==> src/rtl/instr_encode.sv <==
// RV32 immediate encoder: packs a signed offset into I/S/B/J instruction fields and flags out-of-range values.
// One-cycle latency through a single output register; in_ready drops only while a result is stalled by out_ready.
module instr_encode #(
  parameter int CNT_W = 16
) (
  input  logic             clk,
  input  logic             rst_n,
  input  logic             in_valid,
  output logic             in_ready,
  input  logic [1:0]       imm_sel,
  input  logic [31:0]      imm,
  input  logic [31:0]      base,
  output logic             out_valid,
  input  logic             out_ready,
  output logic [31:0]      instr,
  output logic             range_err,
  output logic             err_sticky,
  input  logic             err_clr,
  output logic [CNT_W-1:0] enc_count
);

  localparam logic [1:0] SEL_I = 2'b00;
  localparam logic [1:0] SEL_S = 2'b01;
  localparam logic [1:0] SEL_B = 2'b10;
  localparam logic [1:0] SEL_J = 2'b11;

  logic             out_valid_q, out_valid_d;
  logic [31:0]      instr_q, instr_d;
  logic             range_err_q, range_err_d;
  logic             err_sticky_q, err_sticky_d;
  logic [CNT_W-1:0] enc_count_q, enc_count_d;

  logic [31:0] enc;
  logic        enc_err;
  logic        accept;
  logic        xfer;

  // Out of range when the bits above the field's sign bit are not a pure sign extension.
  always_comb begin
    enc     = base;
    enc_err = 1'b0;
    unique case (imm_sel)
      SEL_I: begin
        enc     = {imm[11:0], base[19:0]};
        enc_err = !((&imm[31:11]) || !(|imm[31:11]));
      end
      SEL_S: begin
        enc     = {imm[11:5], base[24:12], imm[4:0], base[6:0]};
        enc_err = !((&imm[31:11]) || !(|imm[31:11]));
      end
      SEL_B: begin
        enc     = {imm[12], imm[10:5], base[24:12], imm[4:1], imm[11], base[6:0]};
        enc_err = !((&imm[31:12]) || !(|imm[31:12])) || imm[0];
      end
      SEL_J: begin
        enc     = {imm[20], imm[10:1], imm[11], imm[19:12], base[11:0]};
        enc_err = !((&imm[31:20]) || !(|imm[31:20])) || imm[0];
      end
    endcase
  end

  assign in_ready = !out_valid_q || out_ready;
  assign accept   = in_valid && in_ready;
  assign xfer     = out_valid_q && out_ready;

  always_comb begin
    out_valid_d  = out_valid_q;
    instr_d      = instr_q;
    range_err_d  = range_err_q;
    err_sticky_d = err_sticky_q;
    enc_count_d  = enc_count_q;
    if (accept) begin
      out_valid_d = 1'b1;
      instr_d     = enc;
      range_err_d = enc_err;
    end else if (xfer) begin
      out_valid_d = 1'b0;
    end
    if (xfer && (enc_count_q != {CNT_W{1'b1}})) begin
      enc_count_d = enc_count_q + CNT_W'(1);
    end
    // A set in the same cycle as a clear takes priority.
    if (xfer && range_err_q) begin
      err_sticky_d = 1'b1;
    end else if (err_clr) begin
      err_sticky_d = 1'b0;
    end
  end

  always_ff @(posedge clk or negedge rst_n) begin
    if (!rst_n) begin
      out_valid_q  <= 1'b0;
      instr_q      <= 32'h0;
      range_err_q  <= 1'b0;
      err_sticky_q <= 1'b0;
      enc_count_q  <= '0;
    end else begin
      out_valid_q  <= out_valid_d;
      instr_q      <= instr_d;
      range_err_q  <= range_err_d;
      err_sticky_q <= err_sticky_d;
      enc_count_q  <= enc_count_d;
    end
  end

  assign out_valid  = out_valid_q;
  assign instr      = instr_q;
  assign range_err  = range_err_q;
  assign err_sticky = err_sticky_q;
  assign enc_count  = enc_count_q;

endmodule

==> config.mk <==
export PLATFORM = sky130hd
export DESIGN_NAME = instr_encode
export DESIGN_NICKNAME = d
export VERILOG_FILES = /design/src/rtl/instr_encode.sv
export SDC_FILE = /design/constraint.sdc
export NUM_CORES = 1
export LEC_CHECK = 0
export BUFFER_PORTS_ARGS = -buffer_cell sky130_fd_sc_hd__clkbuf_2
export CAP_MARGIN = 20
export CORE_ASPECT_RATIO = 1.5
export CORE_UTILIZATION = 45
export DETAILED_ROUTE_END_ITERATION = 8
export GPL_ROUTABILITY_DRIVEN = 1
export PLACE_DENSITY = 0.84
export SYNTH_ARGS = -nofsm -noshare
export SYNTH_HDL_FRONTEND = slang
export SYNTH_SLANG_ARGS = --single-unit
==> constraint.sdc <==
create_clock -name clk -period 2.1 [get_ports clk]
set_input_delay 0.21 -clock clk [delete_from_list [all_inputs] [get_ports clk]]
set_output_delay 0.21 -clock clk [all_outputs]
set_load 0.005 [all_outputs]
==> impl_metrics.yaml, run 1 <==
outcome:
  outcome: "finished, violations left"
  violations: "hold timing"
logic_synthesis:
  syn_avg_cell_area_sq_um: 11.0
  yosysMostFrequentCell: "dfrtp_1"
  seq_area_frac_synth: 0.532
  synthArstFlopShare: 1.00
  ys_types: 29
  ys_seq_elements: 51
  synth_common_cells: "dfrtp_1, nand2_1, o21ai_0"
  synth_area_sq_mm: 0.00240
  synth_area_leaders: "dfrtp_1, mux2i_1, mux2_2"
  yosysTopAreaCellShare: 0.532
  ys_warn_count: 0
  synth_edf_count: 0
  yosysTopAreaCell: "dfrtp_1"
  ys.flop_type: "dfrtp_1"
  syn-num-nets: 290
  syn_inst: 218
floorplan:
  coreArea_sq_mm: 0.00512
  die_h_microns: 91.4
  boundaryPins: 123
  rows: 32
  die_area_sq_mm: 0.00563
  die_x_microns: 61.6
  initial_core_util: 0.468
sta:
  clock.fmax_mhz: 571
  finClkSkew_ns: 0.0102
  hold_viol_final: 5
  min_period_ns: 1.75
  fin_crit_sh: 0.835
  worst_pin_slew_ns: 0.660
  maxSlewViolCount: 0
  hold_ws_ns: -0.00372
  rsz0062_at_grt: "no"
  final.setup.worst_slack_ns: 0.347
  setup_viol: 0
  slew_headroom: 0.558
  final.setup.tns_ns: 0
worst_setup_path:
  start_kind: "flip-flop"
  cp-startpoint: "enc_count[0]"
  r2r_slack_ns: 0.35
  r2r-end: "enc_count[1]"
  arrival_ns: 1.94
  worst-endpoint-required_ns: 2.28
  cp_max_fo: 7
  critical_path_class: "flip-flop to flip-flop"
  r2r_cells: 5
  rr_startpoint: "enc_count[0]"
  endpoint_kind: "flip-flop"
clocking:
  cts_resized: 0
  cts_hold_buf: 0
  cts-root-buf: "clkbuf_8"
  clkTransAtPathRegs_ns: 0.09
  cts-htree-levels: 2
  cts_tree: "yes"
  post-cts-setup-buffers: 0
  cts_buffers: 5
  cts_sinks: 51
  insertion_delay_ns: 0.30
  clockBufferDepth: 2
power:
  p_sw_w: 0.000704
  p_per_area_mw_per_mm2: 756
  p_sw_frac: 0.299
  leakage_nw: 1.62
  clkPwrFrac: 0.227
  internal-power_w: 0.00165
  combPwrFrac: 0.235
  peakVddDrop_mv: 0.348
  seq_power_share: 0.537
flow_run:
  maxCapViolCount: 0
final_layout:
  fill_cells: 468
  drive_gt1_frac: 0.439
  syn_to_final_growth_pct: 30.1
  antenna_cells: 0
  num-nets-final: 406
placement:
  io_buffers: 115
  place_congestion: 0.776
  pre_cts_slack_ns: 0.373
  place_hpwl_mm: 4.05
detailed_routing:
  drt_iter0_drc: 65
  vias_per_cell: 5.04
  drtPass1Iterations: 4
  ant_nets: 0
  finalWirelength_mm: 5.16
  wl_per_cell_microns: 12.8
  drc: 0
  vias: 2033
global_route:
  grt_usage: 0.182
  grt_pass1_vias: 1914
  grt_max_degree: 52
  grt_pass1_wl_mm: 7.82
  grt_antenna_before_repair: 0
  overflow: 0
worst_hold_path:
  min_path_type: "primary input to asynchronous set/reset pin"
[worst max-delay path by stage]
stage	endpoint	slack (ns)
floorplan	enc_count[13]	0.48
global placement	enc_count[1]	0.43
CTS	enc_count[1]	0.35
global route	enc_count[15]	0.22
detailed placement	enc_count[15]	0.37
finish	enc_count[1]	0.35
[power by group through the flow]
stage	registers (W)	logic [W]	clock network, W
3_3_place_gp	0.00128	0.000546	0
6_report	0.00127	0.000555	0.000536
2_1_floorplan	0.00128	0.000249	0
3_5_place_dp	0.00128	0.000565	0
5_1_grt	0.00129	0.000621	0.000586
4_1_cts	0.00127	0.000568	0.000551
[final cells by class]
cell class,instances,area (sq um),share of cell area
Sequential cell,51,1280,0.409
Multi-Input combinational cell,157,1070,0.345
Timing Repair Buffer,117,591,0.189
Tap cell,68,85.1,0.0273
Clock buffer,6,72.6,0.0233
Clock inverter,2,12.5,0.00401
Inverter,2,7.51,0.00241
[registers in the layout (all words and copies together), names as in the netlist]
name	count
range_err	1
out_valid	1
enc_count	16
err_sticky	1
instr	32
[layout by cell type (no fill, tap or decap), types with 2 or more instances in the layout]
master and instances:
nand4_1 9, nor4_1 3, nand2_1 31, inv_1 2, or4_1 2, nor3_1 3
nand3_1 8, clkbuf_2 115, and3_1 2, clkbuf_8 5, and4_4 2, buf_4 2
nand2b_1 3, nor2_1 8, o21ai_0 25, xnor2_1 8, xor2_1 7, a21oi_1 2
mux2i_1 19, mux2_2 16, dfrtp_1 51
[logic make-up (layout without fill, tap and decap cells)]
group | after synthesis | after routing | share of synthesized area
mux | 35 | 35 | 0.154
buf+inv | 10 | 127 | 0.0204
xor+xnor | 16 | 16 | 0.0616
fa+ha+maj | 1 | 1 | 0.00522
flops | 51 | 51 | 0.532
compound gates | 30 | 30 | 0.0715
simple gates | 75 | 75 | 0.154
[per-stage QoR]
stage / instance area [sq um] / util / total power (W) / instances
3_3_place_gp: 3030 / 0.592 / 0.00182 / 395
3_5_place_dp: 3030 / 0.592 / 0.00185 / 395
2_1_floorplan: 2400 / - / 0.00153 / 218
4_1_cts: 3120 / 0.609 / 0.00239 / 403
6_report: 3120 / 0.609 / 0.00236 / 403
5_1_grt: 3120 / 0.609 / 0.00250 / 403
[worst max-delay path, stage by stage (launching register included)]
cell and delay, ns:
dfrtp_1 0.41, ha_1 0.26, nand3_1 0.13, nor2_1 0.24, a21o_2 0.26, mux2_2 0.35
[metal layers]
layer	vias up	global-route usage	wire length, microns
li1	998	-	-
met5	-	0	0
met4	0	0.0685	78
met3	5	0.0299	277
met1	952	0.186	1990
met2	78	0.344	2810
Power figures use the tool's default switching activity.
==> run 2, diff against run 1 <==
Clock period 2.1 ns to 1.8 ns, I/O delays scaled along.
==> run 2 against run 1 <==
The flow now finishes without violations. Sequential cell count stayed put. Clock skew is 0.0060 ns lower. Setup slack worse by 0.23 ns. Routed wire length is 4.5% higher. Sequential power is 15% higher. Fmax is 3.9% higher. Register-to-register slack worse by 0.23 ns. Global-route usage is 1.1 points higher. Sequential share of layout area is 0.84 points lower. Die area stayed put. Critical endpoint is now enc_count[15]. Largest cell class unchanged. Largest power group unchanged.
==> impl_metrics.yaml, run 2 (synthesis results as in run 1) <==
power:
  leakage_nw: 1.66
  peakVddDrop_mv: 0.490
  p_per_area_mw_per_mm2: 881
  finalPower_w: 0.00281
worst_setup_path:
  crit_slowest_cell: "dfrtp_1"
  cp_max_fo: 7
  endpoint_kind: "flip-flop"
  critPathMaxStageDelay_ns: 0.43
  arrival_ns: 1.87
  cp.depth: 6
  cp-startpoint: "enc_count[0]"
  r2r_slack_ns: 0.11
  r2r-end: "enc_count[15]"
  r2r_cells: 6
  rr_startpoint: "enc_count[0]"
  crit_path_end: "enc_count[15]"
  critPathBufInv: 0
  critical_path_class: "flip-flop to flip-flop"
  crit_family: "flip-flops"
  worst-endpoint-required_ns: 1.99
  start_kind: "flip-flop"
  crit_chain: "ha_1, nand3_1, nor2_2, a211oi_4, nand4_1, xnor2_1"
clocking:
  clkTransAtPathRegs_ns: 0.09
  clockBufferDepth: 2
  cts-htree-levels: 2
  cts_buffers: 5
  cts_sinks: 51
  cts_tree: "yes"
  cts-root-buf: "clkbuf_8"
  insertion_delay_ns: 0.29
global_route:
  grt_pass1_vias: 1887
  met2_usage: 0.348
  grt_pass1_wl_mm: 8.16
  overflow: 0
  use_met1: 0.213
  use_met3: 0.0356
  grt_usage: 0.193
  grt_max_degree: 31
  grt_antenna_before_repair: 0
  top_usage_layer: "met2"
sta:
  hold_viol_final: 0
  clock.fmax_mhz: 593
  maxSlewViolCount: 0
  min_period_ns: 1.69
  worst_pin_slew_ns: 0.577
  finClkSkew_ns: 0.00420
  fin_crit_sh: 0.937
  slew_headroom: 0.615
  setup_viol: 0
  final.setup.tns_ns: 0
detailed_routing:
  vias: 2103
  ant_nets: 0
  vias_per_cell: 5.15
  drtPass1Iterations: 4
  finalWirelength_mm: 5.39
  wl_per_cell_microns: 13.2
  drc: 0
  drt_iter0_drc: 82
placement:
  placed_area_sq_mm: 0.00308
  dpl.cell_count: 399
  place_congestion: 0.798
  io_buffers: 115
  place_hpwl_mm: 4.28
final_layout:
  fin_cells: 408
  regArea_sq_mm: 0.00128
  antenna_cells: 0
  syn_to_final_growth_pct: 32.8
  postLayoutCoreUtil: 0.621
  largest_register_ffs: 32
  layout_commonest_cell: "clkbuf_2"
  fill_cells: 461
  final_cell_mix: "clkbuf_2, dfrtp_1, nand2_1, o21ai_0, mux2i_1"
  multi_input_area_sq_mm: 0.00108
  fin_area_sq_mm: 0.00318
  drive_gt1_frac: 0.450
  num-nets-final: 412
floorplan:
  initial_core_util: 0.468
  coreArea_sq_mm: 0.00512
  die_area_sq_mm: 0.00563
  boundaryPins: 123
  die_h_microns: 91.4
  rows: 32
  die_x_microns: 61.6
outcome:
  outcome: "completed"
worst_hold_path:
  min_path_type: "primary input to flip-flop"
  hp-start: "err_clr"
flow_run:
  maxCapViolCount: 0
-- run 2: cell count changes in the layout (fill, tap and decap cells not counted), sizes merged --
| cell | delta |
|---|---|
| clkinvlp | -1 |
| buf | +5 |
| dlygate4sd3 | +1 |
-- run 2: metrics by stage --
step	hold WS, ns	worst slack, ns
global placement	0.191	0.137
detailed placement	0.212	0.0491
global route	0.0978	-0.00672
CTS	0.0782	0.0335
finish	0.0788	0.114
floorplan	-0.116	0.182
-- run 2: cell type report --
type	count	share of cell area
clock buffer	6	0.0259
inverter	2	0.00236
tap	68	0.0267
timing repair buffer	123	0.204
clock inverter	1	0.00157
multi-input combinational	157	0.338
sequential	51	0.401
-- run 2: what timing repair did --
action,4_1_cts,5_1_grt
hold endpoints to repair,21,0
endpoints found under the setup margin,0,7
hold buffers,1,0
setup buffers,0,1
gates resized for setup,0,1
-- run 2: routing by layer --
layer | wire [microns] | share of wire
met5 | 0 | 0
met4 | 96 | 0.018
met3 | 300 | 0.056
met2 | 2970 | 0.55
met1 | 2020 | 0.37
-- run 2: worst min-delay path by stage --
stage / slack [ns] / endpoint / cells past startpoint
2_1_floorplan: -0.12 / enc_count[0] / 0
6_report: 0.08 / err_sticky / 2
3_5_place_dp: 0.21 / instr[2] / 1
3_3_place_gp: 0.19 / instr[1] / 1
5_1_grt: 0.1 / instr[6] / 2
4_1_cts: 0.08 / err_sticky / 2
-- run 2: power breakdown --
group	switching, W	total, W	internal (W)
combinational	0.000334	0.000695	0.000361
clock	0.000345	0.000647	0.000302
sequential	0.000141	0.00146	0.00132
==> run 3, diff against run 2 <==
Settings changed: CORE_ASPECT_RATIO 1.5 to 0.75.
==> run 3 against run 2 <==
Routed wire length is 2.1% lower. First-iteration DRC count fell by 13%. Cell count grew 0.49%. Critical path type unchanged. Final area increased by 1.1%. Die area barely moved. Via count shrank 2.7%. Sequential power is essentially flat. Critical path depth decreased by 1. Count of clock-buffer cells in the layout decreased by 1. Core utilization grew 2.1 points. Sequential cell count unchanged.
==> impl_metrics.yaml, run 3 (synthesis results as in run 1) <==
sta:
  fin_crit_sh: 0.943
  maxSlewViolCount: 0
  finClkSkew_ns: 0.00393
  setup_viol: 0
  final.setup.tns_ns: 0
  slew_headroom: 0.590
  min_period_ns: 1.70
  hold_viol_final: 0
  worst_pin_slew_ns: 0.614
  clock.fmax_mhz: 589
  rsz0062_at_grt: "no"
detailed_routing:
  finalWirelength_mm: 5.27
  drt_iter0_drc: 71
  drtPass1Iterations: 4
  drc: 0
  vias: 2047
  wl_per_cell_microns: 12.9
  ant_nets: 0
  vias_per_cell: 4.99
final_layout:
  fin_cells: 410
  largest_register_ffs: 32
  layout_commonest_cell: "clkbuf_2"
  syn_to_final_growth_pct: 34.2
  antenna_cells: 0
  num-nets-final: 409
  fill_cells: 432
  drive_gt1_frac: 0.450
  final_cell_mix: "clkbuf_2, dfrtp_1, nand2_1, o21ai_0, mux2i_1"
worst_setup_path:
  arrival_ns: 1.92
  crit_slowest_cell: "dfrtp_1"
  endpoint_kind: "flip-flop"
  cp_common_cell: "and4_4"
  cp_max_fo: 7
  start_kind: "flip-flop"
  worst-endpoint-required_ns: 2.02
  critPathMaxStageDelay_ns: 0.44
  critical_path_class: "flip-flop to flip-flop"
  crit_chain: "and4_4, and4_4, a211oi_4, nand3_1, xnor2_1"
clocking:
  cts-htree-levels: 2
  insertion_delay_ns: 0.30
  cts_tree: "yes"
  cts_sinks: 51
  clkTransAtPathRegs_ns: 0.09
  cts-root-buf: "clkbuf_8"
  post-cts-setup-buffers: 0
  clockBufferDepth: 2
  cts_buffers: 5
global_route:
  grt_antenna_before_repair: 0
  grt_pass1_vias: 1888
  grt_usage: 0.198
  grt_max_degree: 54
  grt_pass1_wl_mm: 8.58
  overflow: 0
floorplan:
  boundaryPins: 123
  rows: 22
  die_x_microns: 86.3
  die_area_sq_mm: 0.00563
  initial_core_util: 0.479
  coreArea_sq_mm: 0.00501
  die_h_microns: 65.2
flow_run:
  maxCapViolCount: 0
power:
  p_per_area_mw_per_mm2: 953
  peakVddDrop_mv: 0.426
  leakage_nw: 1.66
outcome:
  outcome: "completed"
placement:
  io_buffers: 115
  place_congestion: 0.781
  dpl.cell_count: 401
  place_hpwl_mm: 4.12
worst_hold_path:
  min_path_type: "primary input to flip-flop"
==> run 3: changes by cell type in the layout (fill, tap and decap cells not counted), sizes merged <==
cell and delta:
clkinvlp +1, buf -3, clkbuf -1, bufinv +2, clkinv -1
==> run 3: power breakdown <==
part	internal [W]	switching, W	leakage, nW
clock network	0.000554	0.000363	0.0644
logic	0.000358	0.000325	0.962
registers	0.00132	0.000144	0.633
total	0.00224	0.000833	1.66
==> run 3: metal layers <==
metal  track usage  up-vias  routed length (microns)
li1              -     1003                        -
met1         0.237      963                     2330
met2         0.354       76                     2600
met3        0.0364        5                      296
met4        0.0813        0                       53
met5             0        -                        0
==> run 3: path summary, 6_finish.rpt <==
kind                            cells after the start  slack [ns]            to         start
worst max-delay path                                5        0.10  enc_count[5]  enc_count[4]
worst min-delay path                                2        0.07    err_sticky       err_clr
worst max register to register                      5        0.10  enc_count[5]  enc_count[4]
worst min register to register                      2        0.49     instr[22]     instr[22]
max in group asynchronous                           3        0.88     instr[14]         rst_n
min in group asynchronous                           3        0.52    err_sticky         rst_n
==> run 3: layout make-up <==
cell class	instances	area (sq um)	area share
clock buffer	5	68.8	0.0214
timing repair buffer	120	628	0.195
multi-input combinational	157	1080	0.336
clock inverter	3	67.6	0.0210
inverter	2	7.51	0.00233
tap	72	90.1	0.0280
sequential	51	1280	0.397
==> run 3: timing repair <==
action                                 in CTS  in global routing
setup endpoints to repair                   0                 11
resized for setup                           0                  2
endpoints found under the hold margin      51                  0
hold buffers                                1                  0
==> run 3: stage by stage <==
| stage | worst slack (ns) | hold WS, ns | power [W] | area [sq um] | utilization |
|---|---|---|---|---|---|
| 2_1_floorplan | 0.182 | -0.116 | 0.00179 | 2400 | - |
| 3_3_place_gp | 0.111 | 0.321 | 0.00215 | 3070 | 0.612 |
| 3_5_place_dp | 0.0587 | 0.319 | 0.00218 | 3070 | 0.612 |
| 4_1_cts | 0.0520 | 0.0525 | 0.00311 | 3210 | 0.641 |
| 5_1_grt | 0.0145 | 0.0653 | 0.00324 | 3220 | 0.642 |
| 6_report | 0.103 | 0.0673 | 0.00307 | 3220 | 0.642 |
==> run 3: critical path: cells and delay by family (launching register included) <==
kind | cells | cell delay [ns]
simple gates | 3 | 0.59
flops | 1 | 0.44
compound gates | 1 | 0.40
xor+xnor | 1 | 0.19
